## src/rtl/uart_tx.sv

```systemverilog
// uart_tx: 8-bit serial transmitter. It sends 1 start bit, 8 data bits LSB first,
// an optional parity bit and 1 or 2 stop bits.
// Handshake: the block accepts a byte on a rising clk edge when tx_valid and
// tx_ready are both high. tx_ready is registered and is high only while IDLE.
// When the block is not IDLE it ignores tx_valid and tx_data.
module uart_tx #(
    parameter int CLKS_PER_BIT = 16,
    parameter int PARITY_EN    = 0,
    parameter int PARITY_ODD   = 0,
    parameter int STOP_BITS    = 1
) (
    input  logic       clk,
    input  logic       rst_n,
    input  logic [7:0] tx_data,
    input  logic       tx_valid,
    output logic       tx_ready,
    output logic       tx,
    output logic       busy,
    output logic [2:0] dbg_state
);

    localparam int CNT_W = (CLKS_PER_BIT > 2) ? $clog2(CLKS_PER_BIT) : 1;
    localparam logic [CNT_W-1:0] CNT_LAST = CNT_W'(CLKS_PER_BIT - 1);
    localparam logic [2:0] STOP_LAST = 3'(STOP_BITS - 1);

    typedef enum logic [2:0] {
        IDLE  = 3'd0,
        START = 3'd1,
        DATA  = 3'd2,
        PAR   = 3'd3,
        STOP  = 3'd4
    } state_t;

    state_t           state_q, state_d;
    logic [CNT_W-1:0] cnt_q, cnt_d;
    logic [2:0]       idx_q, idx_d;
    logic [7:0]       data_q, data_d;
    logic             tx_q, tx_d;
    logic             ready_q, ready_d;
    logic             last_tick;
    logic             parity_bit;

    assign last_tick  = (cnt_q == CNT_LAST);
    assign parity_bit = (^data_q) ^ (PARITY_ODD != 0);

    // Next-state logic. Leaving a state clears the bit-period counter and the bit index.
    // In STOP the bit index counts stop bits.
    always_comb begin
        state_d = state_q;
        cnt_d   = cnt_q;
        idx_d   = idx_q;
        data_d  = data_q;
        unique case (state_q)
            IDLE: begin
                if (tx_valid && ready_q) begin
                    state_d = START;
                    data_d  = tx_data;
                    cnt_d   = '0;
                    idx_d   = '0;
                end
            end
            START: begin
                if (last_tick) begin
                    state_d = DATA;
                    cnt_d   = '0;
                    idx_d   = '0;
                end else begin
                    cnt_d = cnt_q + CNT_W'(1);
                end
            end
            DATA: begin
                if (last_tick) begin
                    cnt_d = '0;
                    if (idx_q == 3'd7) begin
                        state_d = (PARITY_EN != 0) ? PAR : STOP;
                        idx_d   = '0;
                    end else begin
                        idx_d = idx_q + 3'd1;
                    end
                end else begin
                    cnt_d = cnt_q + CNT_W'(1);
                end
            end
            PAR: begin
                if (last_tick) begin
                    state_d = STOP;
                    cnt_d   = '0;
                    idx_d   = '0;
                end else begin
                    cnt_d = cnt_q + CNT_W'(1);
                end
            end
            STOP: begin
                if (last_tick) begin
                    cnt_d = '0;
                    if (idx_q == STOP_LAST) begin
                        state_d = IDLE;
                        idx_d   = '0;
                    end else begin
                        idx_d = idx_q + 3'd1;
                    end
                end else begin
                    cnt_d = cnt_q + CNT_W'(1);
                end
            end
            default: begin
                state_d = IDLE;
                cnt_d   = '0;
                idx_d   = '0;
            end
        endcase
    end

    // Line level for the next cycle, derived from the next state. This way tx and
    // tx_ready change on the same edge as the state register.
    always_comb begin
        tx_d    = 1'b1;
        ready_d = (state_d == IDLE);
        unique case (state_d)
            IDLE:    tx_d = 1'b1;
            START:   tx_d = 1'b0;
            DATA:    tx_d = data_q[idx_d];
            PAR:     tx_d = parity_bit;
            STOP:    tx_d = 1'b1;
            default: tx_d = 1'b1;
        endcase
    end

    // State, counters, data latch and the registered outputs.
    // Reset puts the line high at once.
    always_ff @(posedge clk or negedge rst_n) begin
        if (!rst_n) begin
            state_q <= IDLE;
            cnt_q   <= '0;
            idx_q   <= '0;
            data_q  <= '0;
            tx_q    <= 1'b1;
            ready_q <= 1'b0;
        end else begin
            state_q <= state_d;
            cnt_q   <= cnt_d;
            idx_q   <= idx_d;
            data_q  <= data_d;
            tx_q    <= tx_d;
            ready_q <= ready_d;
        end
    end

    assign tx        = tx_q;
    assign tx_ready  = ready_q;
    assign busy      = (state_q != IDLE);
    assign dbg_state = state_q;

endmodule

```

## config.mk

```make
export PLATFORM = sky130hd
export DESIGN_NAME = uart_tx
export DESIGN_NICKNAME = d
export VERILOG_FILES = /design/src/rtl/uart_tx.sv
export SDC_FILE = /design/constraint.sdc
export NUM_CORES = 1
export LEC_CHECK = 0
export ABC_AREA = 1
export CAP_MARGIN = 40
export CORE_MARGIN = 5
export CORE_UTILIZATION = 45
export DETAILED_ROUTE_END_ITERATION = 10
export HOLD_SLACK_MARGIN = 0.1
export MAX_ROUTING_LAYER = met4
export PLACE_DENSITY_LB_ADDON = 0.3
export SLEW_MARGIN = 40
export SYNTH_ARGS = -nofsm -noshare
export SYNTH_HDL_FRONTEND = slang
export SYNTH_SLANG_ARGS = --single-unit
export TNS_END_PERCENT = 30
```

## constraint.sdc

```tcl
create_clock -name clk -period 3.3 [get_ports clk]
set_input_delay 0.66 -clock clk [delete_from_list [all_inputs] [get_ports clk]]
set_output_delay 0.66 -clock clk [all_outputs]
set_load 0.01 [all_outputs]
```

# Yosys cells after proc, flatten, opt, wreduce, memory -nomap -nowiden
# Index checks and enable logic that the tools add are counted.
dict set report classes {
  add_sub_neg 2
  magnitude_cmp 1
  eq_ne 10
  mux 21
  n_reduce_logical 9
}
# operator n
set ops {}
lappend ops {{$mux 3} 13}
lappend ops {{$pmux 3 s5} 1}
lappend ops {{$eq 3x2->1 const B} 4}
lappend ops {{$pmux 3 s4} 1}
lappend ops {{$logic_not 3->1} 3}
lappend ops {{$mux 4} 2}
lappend ops {{$pmux 4 s2} 1}
lappend ops {{$reduce_xor 8->1} 1}
lappend ops {{$eq 3x1->1 const B} 2}
lappend ops {{$eq 3x3->1 const B} 2}
lappend ops {{$add 4x1->4 const B} 1}
lappend ops {{$eq 4x4->1 const B} 1}
lappend ops {{$lt 3x4->1 const B} 1}
lappend ops {{$reduce_or 4->1} 1}
lappend ops {{$add 3x1->3 const B} 1}
lappend ops {{$bmux 1 s3} 1}
lappend ops {{$pmux 1 s3} 1}
lappend ops {{$reduce_bool 3->1} 1}
lappend ops {{$ne 2x2->1 const B} 1}
lappend ops {{$reduce_and 2->1} 1}
lappend ops {{$reduce_or 2->1} 1}
lappend ops {{$logic_and 1x1->1} 1}
lappend ops {{$mux 1} 1}
dict set report word_totals {
  register_bits 20
  in_bits 11
}

# Depth between registers and ports, before layout
# Gate-level depths: netlist (run 1).
dict set report logic_depth {
  ltp_word 7
  ltp_mapped 14
  depth_no_buf 14
}

# Least setup slack after synthesis (run 1)
# OpenSTA, ideal clock, no wires.
dict set report synth_path {
  path_type {register -> register}
  from {register idx_q[0]}
  to {register tx_q (netlist: tx)}
  setup_time_ps 83
  arrival_time_ps 1588
  t_required_ps 3217
  path_slack_ps 1629
  path_stages_with_launch 14
  cell_sequence {dfrtp_1 > ha_1 > ha_1 > or2_2 > nand2_1 > nand3_1 > nand2_1 > nor2_2 > nand2_1 > nand3_1 > nand2_1 > nand2_1 > nand3_1 > nand3_1}
}
dict set report synth_via {
  elab_chain_len 7
  elab_cells_between_ends 21
  classes_between {add/sub (1); eq/ne (4); mux (15); reduce/logical (1)}
}
# item line_no
set synth_lines {}
lappend synth_lines {{start, declared} 36} ;# logic [2:0] idx_q, idx_d;
lappend synth_lines {{start signal, assigned} 142} ;# idx_q <= idx_d;
lappend synth_lines {{$add 3x1->3, or another cell as far along} {78, 100}}
lappend synth_lines {{$mux 3 (on tied branches)} {96, 74}}
lappend synth_lines {{$mux 3 (on tied branches)} {94, 72}}
lappend synth_lines {{$pmux 3 s4} 53} ;# unique case (state_q)
lappend synth_lines {{$bmux 1 s3} 122} ;# DATA: tx_d = data_q[idx_d];
lappend synth_lines {{$mux 1 (implied by the code)} 122}
lappend synth_lines {{$pmux 1 s3 *} 119} ;# unique case (state_d)
lappend synth_lines {{named net tx_d} 38} ;# logic tx_q, tx_d;
lappend synth_lines {{end signal, assigned} 144} ;# tx_q <= tx_d;
lappend synth_lines {{end, declared} 38}
# The timed path passes the listed nets; every way through them passes the cells marked *. The select of a mux whose other input is x is not followed.
# A chain may end at the register's enable or synchronous reset.

# Worst setup path after layout (run 1)
dict set report layout_path {
  from {register state_q[0] (netlist: dbg_state[0])}
  to {output busy}
}
dict set report layout_via {
  elab_chain_len 1
}
# item line_no
set layout_lines {}
lappend layout_lines {{start, declared} 34} ;# state_t state_q, state_d;
lappend layout_lines {{start signal, assigned} 140} ;# state_q <= state_d;
lappend layout_lines {{$reduce_bool 3->1} 151} ;# assign busy = (state_q != IDLE);
lappend layout_lines {{end, declared} 18} ;# output logic busy,
# No other way between the ends.

==> metrics.csv, run 1 <==
metric,value,unit
outcome,completed,
DR pass1 iterations,4,
"most used cell, CP",inv_1,
placed insts,190,
post-synth top area share,39.1,%
pre-CTS setup slack,1.10,ns
"Seq/Total Area, Yosys",41.2,%
reg2reg path depth,13,
post-route setup TNS,0,ns
Clock Path Buffers,2,
Layout Skew,0.0103,ns
gr ovfl total,0,
Lkg Pwr,0.713,nW
crit path DAT,1.69,ns
Residual DRC,0,
Filler cells,246,
Area growth syn-to-layout,17.1,%
Antenna Nets Post-Route,0,
final period utilization,71.1,%
FMAX,0.426,GHz
number of buffers added on ports,16,
die height,62.0,um
maxcap violations,0,
row count,18,
final hold viol count,0,
routed via count,1024,
H-Tree Depth,1,
core area,2520,um2
Worst Setup End Kind,output pin,
worst vdd ir,0.316,mV
Rel. slew slack,70.4,%
"slowest stage delay, CP",0.47,ns
Initial Utilization,48.3,%
CTS root buffer,clkbuf_4,
CP Class,register to output pin,
crit-path cells,inv_1 > nand2_2 > nor2_4 > inv_1 > clkdlybuf4s50_1,
Die W,62.0,um
Worst-Margin Slew,0.443,ns
vias in the first global route,1028,
placed cell area,1400,um2
post-route minimum period,2.35,ns
"commonest non-fill, non-tap cell in the layout",nand2_1,
# nets final,180,
"leading cell types in the layout, fill and taps excluded","36 x nand2_1, 19 x dfrtp_1, 18 x nand3_1, 17 x inv_1, 15 x clkdlybuf4s50_1",
max-slew violations,0,
Syn Nets,160,
unrepaired setup endpoints after global routing,false,
Iter 0 DRT Violations,47,
Detailed Place HPWL,2140,um
vias per cell,5.28,
first-pass GRT wire length,4580,um
Final WS setup,0.954,ns
sequential cell area,502,um2
Detailed Route WL,2620,um
worst skew pair latency,0.31,ns
area of the multi-input gates,641,um2
synth top area cells,"dfrtp_1 39%, nand2_1 11%, nand3_1 7.4%",
Total Die Area,3850,um2
total clock buffers created by CTS,3,
#FFs+latches synth,20,
clk slew on worst S/H paths,0.11,ns
Hold Slack,0.274,ns
Synth Warn #,0,
final std cells w/o fill,194,
DR WL/cell,13.5,um
startpoint types,register,
Pwr Density,269,nW/um2
initial antenna violation count,0,
CTS Sinks,20,
largest net degree at the start of global routing,21,
Netlist Area Pre-Place,1220,um2
Synth area leader,dfrtp_1,
setup bufs post-CTS,0,
CTS hold repair buffers,0,
critical path's slowest cell,clkdlybuf4s50_1,
"Avg Cell Area, Syn",8.40,um2
layout cells sized above 1,14.6,%
CP required,2.64,ns
final instance area,1430,um2
RePlAce Congestion,0.829,
CTS tree,done,
Yosys cell types,24,
num ports,17,
CP Max Fanout,6,
worst hold path class,input port to asynchronous set/reset pin,
CTS resizes,0,
Setup-failing EPs final,0,
Antenna Cells,0,
Post-Synthesis Cells,145,
GRT Total Usage,16.7,%
-- layout make-up --
cell class	count	share of cell area [%]
Clock buffer	4	1.84
Multi-Input combinational cell	107	45.0
Tap cell	30	2.63
Timing Repair Buffer	16	10.9
Sequential cell	20	35.2
Inverter	17	4.48
-- Yosys cell counts --
library cell and number:
nand2_4 1, a32o_1 1, nor2_1 8, a21oi_2 1, inv_1 17, a22oi_1 1
ha_1 4, mux2_2 8, xnor2_1 6, buf_6 1, xor2_1 2, nand4_1 1
nand2_1 36, nand3_1 18, a21oi_1 5, nand3_2 2, or2_2 1, nor2_2 1
o211ai_1 1, nor2_4 2, dfrtp_1 19, nand2_2 3, dfstp_2 1, o21ai_0 5
-- sequential cells by signal (all words and copies together) (netlist names) --
register / cells
data_q: 8
cnt_q: 4
idx_q: 3
tx: 1
dbg_state: 3
tx_ready: 1
-- metrics by stage --
step	total power, mW	utilization (%)
5_1_grt	0.403	56.5
6_report	0.384	56.5
3_5_place_dp	0.266	55.5
3_3_place_gp	0.266	55.7
2_1_floorplan	0.250	-
4_1_cts	0.389	56.5
-- where the power goes --
group | leakage (nW) | internal [mW] | switching, mW
clock | 0.0150 | 0.0472 | 0.0755
combinational | 0.442 | 0.00969 | 0.00621
sequential | 0.256 | 0.245 | 0
-- per-layer routing --
| layer | GRT usage (%) | share of wire, % | up-vias |
|---|---|---|---|
| li1 | - | - | 511 |
| met1 | 21.2 | 44 | 471 |
| met2 | 26.0 | 49 | 31 |
| met3 | 2.69 | 4.7 | 11 |
| met4 | 7.58 | 2.7 | 0 |
| met5 | - | 0 | - |
-- path summary, 6_finish.rpt --
path	end	slack, ns	startpoint
worst max register to register	tx	1.29	cnt_q[0]
min in group clk	cnt_q[0]	0.51	cnt_q[0]
max in group asynchronous	tx	2.68	rst_n
worst min-delay path	dbg_state[1]	0.27	rst_n
worst max-delay path	busy	0.95	dbg_state[0]
worst min register to register	cnt_q[0]	0.51	cnt_q[0]
-- kinds of logic (layout without fill, tap and decap cells) --
group / after synthesis / after routing / synth area share, %
AO/OA/AOI/OAI: 14 / 14 / 6.89
XOR/XNOR: 8 / 8 / 5.76
adder cells (fa/ha/maj): 4 / 4 / 4.11
buffers and inverters: 18 / 37 / 6.17
flip-flops: 20 / 20 / 41.2
multiplexers: 8 / 8 / 7.40
AND/OR/NAND/NOR: 73 / 73 / 28.5
-- critical path: cells and delay by family, from the launching register on --
kind / cells / cell delay (ns)
buffers and inverters: 3 / 0.67
flip-flops: 1 / 0.45
AND/OR/NAND/NOR: 2 / 0.25
Power figures use the tool's default switching activity.
==> inputs of run 2 (changes only) <==
Clock period 3.3 ns to 1.93 ns, I/O delays scaled along.
==> metrics.csv, run 2 (synthesis gave the netlist of run 1 again) <==
metric,value,unit
unrepaired setup endpoints after global routing,true,
worst vdd ir,0.374,mV
Die W,62.0,um
critical path's slowest cell,dfrtp_1,
worst skew pair latency,0.31,ns
CTS root buffer,clkbuf_4,
crit path DAT,2.05,ns
num ports,17,
DR pass1 iterations,4,
Antenna Cells,0,
Filler cells,221,
vias in the first global route,1084,
Worst-Margin Slew,0.310,ns
max-slew violations,0,
Residual DRC,0,
first-pass GRT wire length,4910,um
number of buffers added on ports,16,
CTS Sinks,20,
core area,2520,um2
critical path buffer and inverter count,0,
total clock buffers created by CTS,3,
initial antenna violation count,0,
final period utilization,93.6,%
"commonest non-fill, non-tap cell in the layout",nand2_1,
CP required,2.18,ns
Initial Utilization,48.3,%
crit-path cells,ha_1 > ha_2 > or2_2 > nand2_1 > nand3_1 > nand2_2 > nor2_4 > nand2_1 > nand3_1 > nand2_1 > nand2_1 > nand3_1 > nand3_1,
row count,18,
pre-CTS setup slack,-0.00181,ns
routed via count,1058,
startpoint types,register,
clk slew on worst S/H paths,0.11,ns
layout cells sized above 1,22.8,%
largest net degree at the start of global routing,21,
CP Class,register to register,
FMAX,0.554,GHz
Worst Setup End Kind,register,
"leading cell types in the layout, fill and taps excluded","35 x nand2_1, 18 x nand3_1, 18 x dfrtp_1, 15 x clkdlybuf4s50_1, 14 x inv_1",
H-Tree Depth,1,
Pwr Density,458,nW/um2
Setup-failing EPs final,0,
Layout Skew,0.00169,ns
final hold viol count,0,
Rel. slew slack,79.1,%
"slowest stage delay, CP",0.41,ns
maxcap violations,0,
Lkg Pwr,0.744,nW
CTS tree,done,
Antenna Nets Post-Route,0,
Total Die Area,3850,um2
Largest Register,data_q,
Area growth syn-to-layout,25.8,%
final std cells w/o fill,201,
worst hold path class,input port to asynchronous set/reset pin,
Final WS setup,0.124,ns
vias per cell,5.26,
placed insts,193,
post-route minimum period,1.81,ns
CTS hold repair buffers,0,
Iter 0 DRT Violations,48,
Detailed Route WL,2770,um
die height,62.0,um
critical path depth,13,
# nets final,187,
RePlAce Congestion,0.922,
top cell family by delay on the critical path,simple AND/OR/NAND/NOR gates,
largest registers,"data_q x8, cnt_q x4",
outcome,completed,
reg2reg path depth,13,
GRT Total Usage,17.9,%
max FFs per register,8,
gr ovfl total,0,
Detailed Place HPWL,2090,um
CP Max Fanout,5,
DR WL/cell,13.8,um
Clock Path Buffers,2,
-- run 2: power breakdown --
group / switching (mW) / internal (mW) / total (mW)
Sequential: 0 / 0.419 / 0.419
Clock: 0.136 / 0.115 / 0.252
Combinational: 0.0112 / 0.0190 / 0.0302
-- run 2: what timing repair did --
item / 4_1_cts / 5_1_grt
pin swaps: 1 / 0
buffers inserted: 2 / 2
setup endpoints to repair: 2 / 2
gates resized for setup: 4 / 8
-- run 2: worst paths after layout --
kind / from / endpoint / slack [ns]
max in group asynchronous: rst_n / tx / 1.26
hold reg to reg: cnt_q[0] / cnt_q[0] / 0.53
setup / recovery: idx_q[0] / tx / 0.12
setup reg to reg: idx_q[0] / tx / 0.12
min in group clk: cnt_q[0] / cnt_q[0] / 0.53
hold / removal: rst_n / dbg_state[1] / 0.40
-- run 2: through the flow --
stage | util, % | hold WS [ns] | TNS [ns] | power, mW | cell area (um2)
2_1_floorplan | - | 0.0904 | 0 | 0.427 | 1220
3_3_place_gp | 56.5 | 0.498 | 0 | 0.457 | 1430
3_5_place_dp | 56.5 | 0.515 | -0.00181 | 0.458 | 1430
4_1_cts | 59.1 | 0.401 | 0 | 0.709 | 1490
5_1_grt | 60.7 | 0.404 | -0.0388 | 0.734 | 1530
6_report | 60.7 | 0.397 | 0 | 0.701 | 1530
-- run 2: area by class of cell --
type                    instances  area (um2)  area share (%)
inverters                      17        63.8            4.17
clock buffers                   4        36.3            2.37
repair buffers                 23         215            14.1
multi-input cells             107         676            44.1
flip-flops and latches         20         503            32.8
well taps                      30        37.5            2.45
-- run 2: layer usage --
metal  share of wire (%)  vias to the layer above  track usage, %
met4                 3.3                        0            8.79
met3                 3.5                       11            3.31
met1                  44                      493            21.5
li1                    -                      523               -
met2                  50                       31            28.6
met5                   0                        -               -
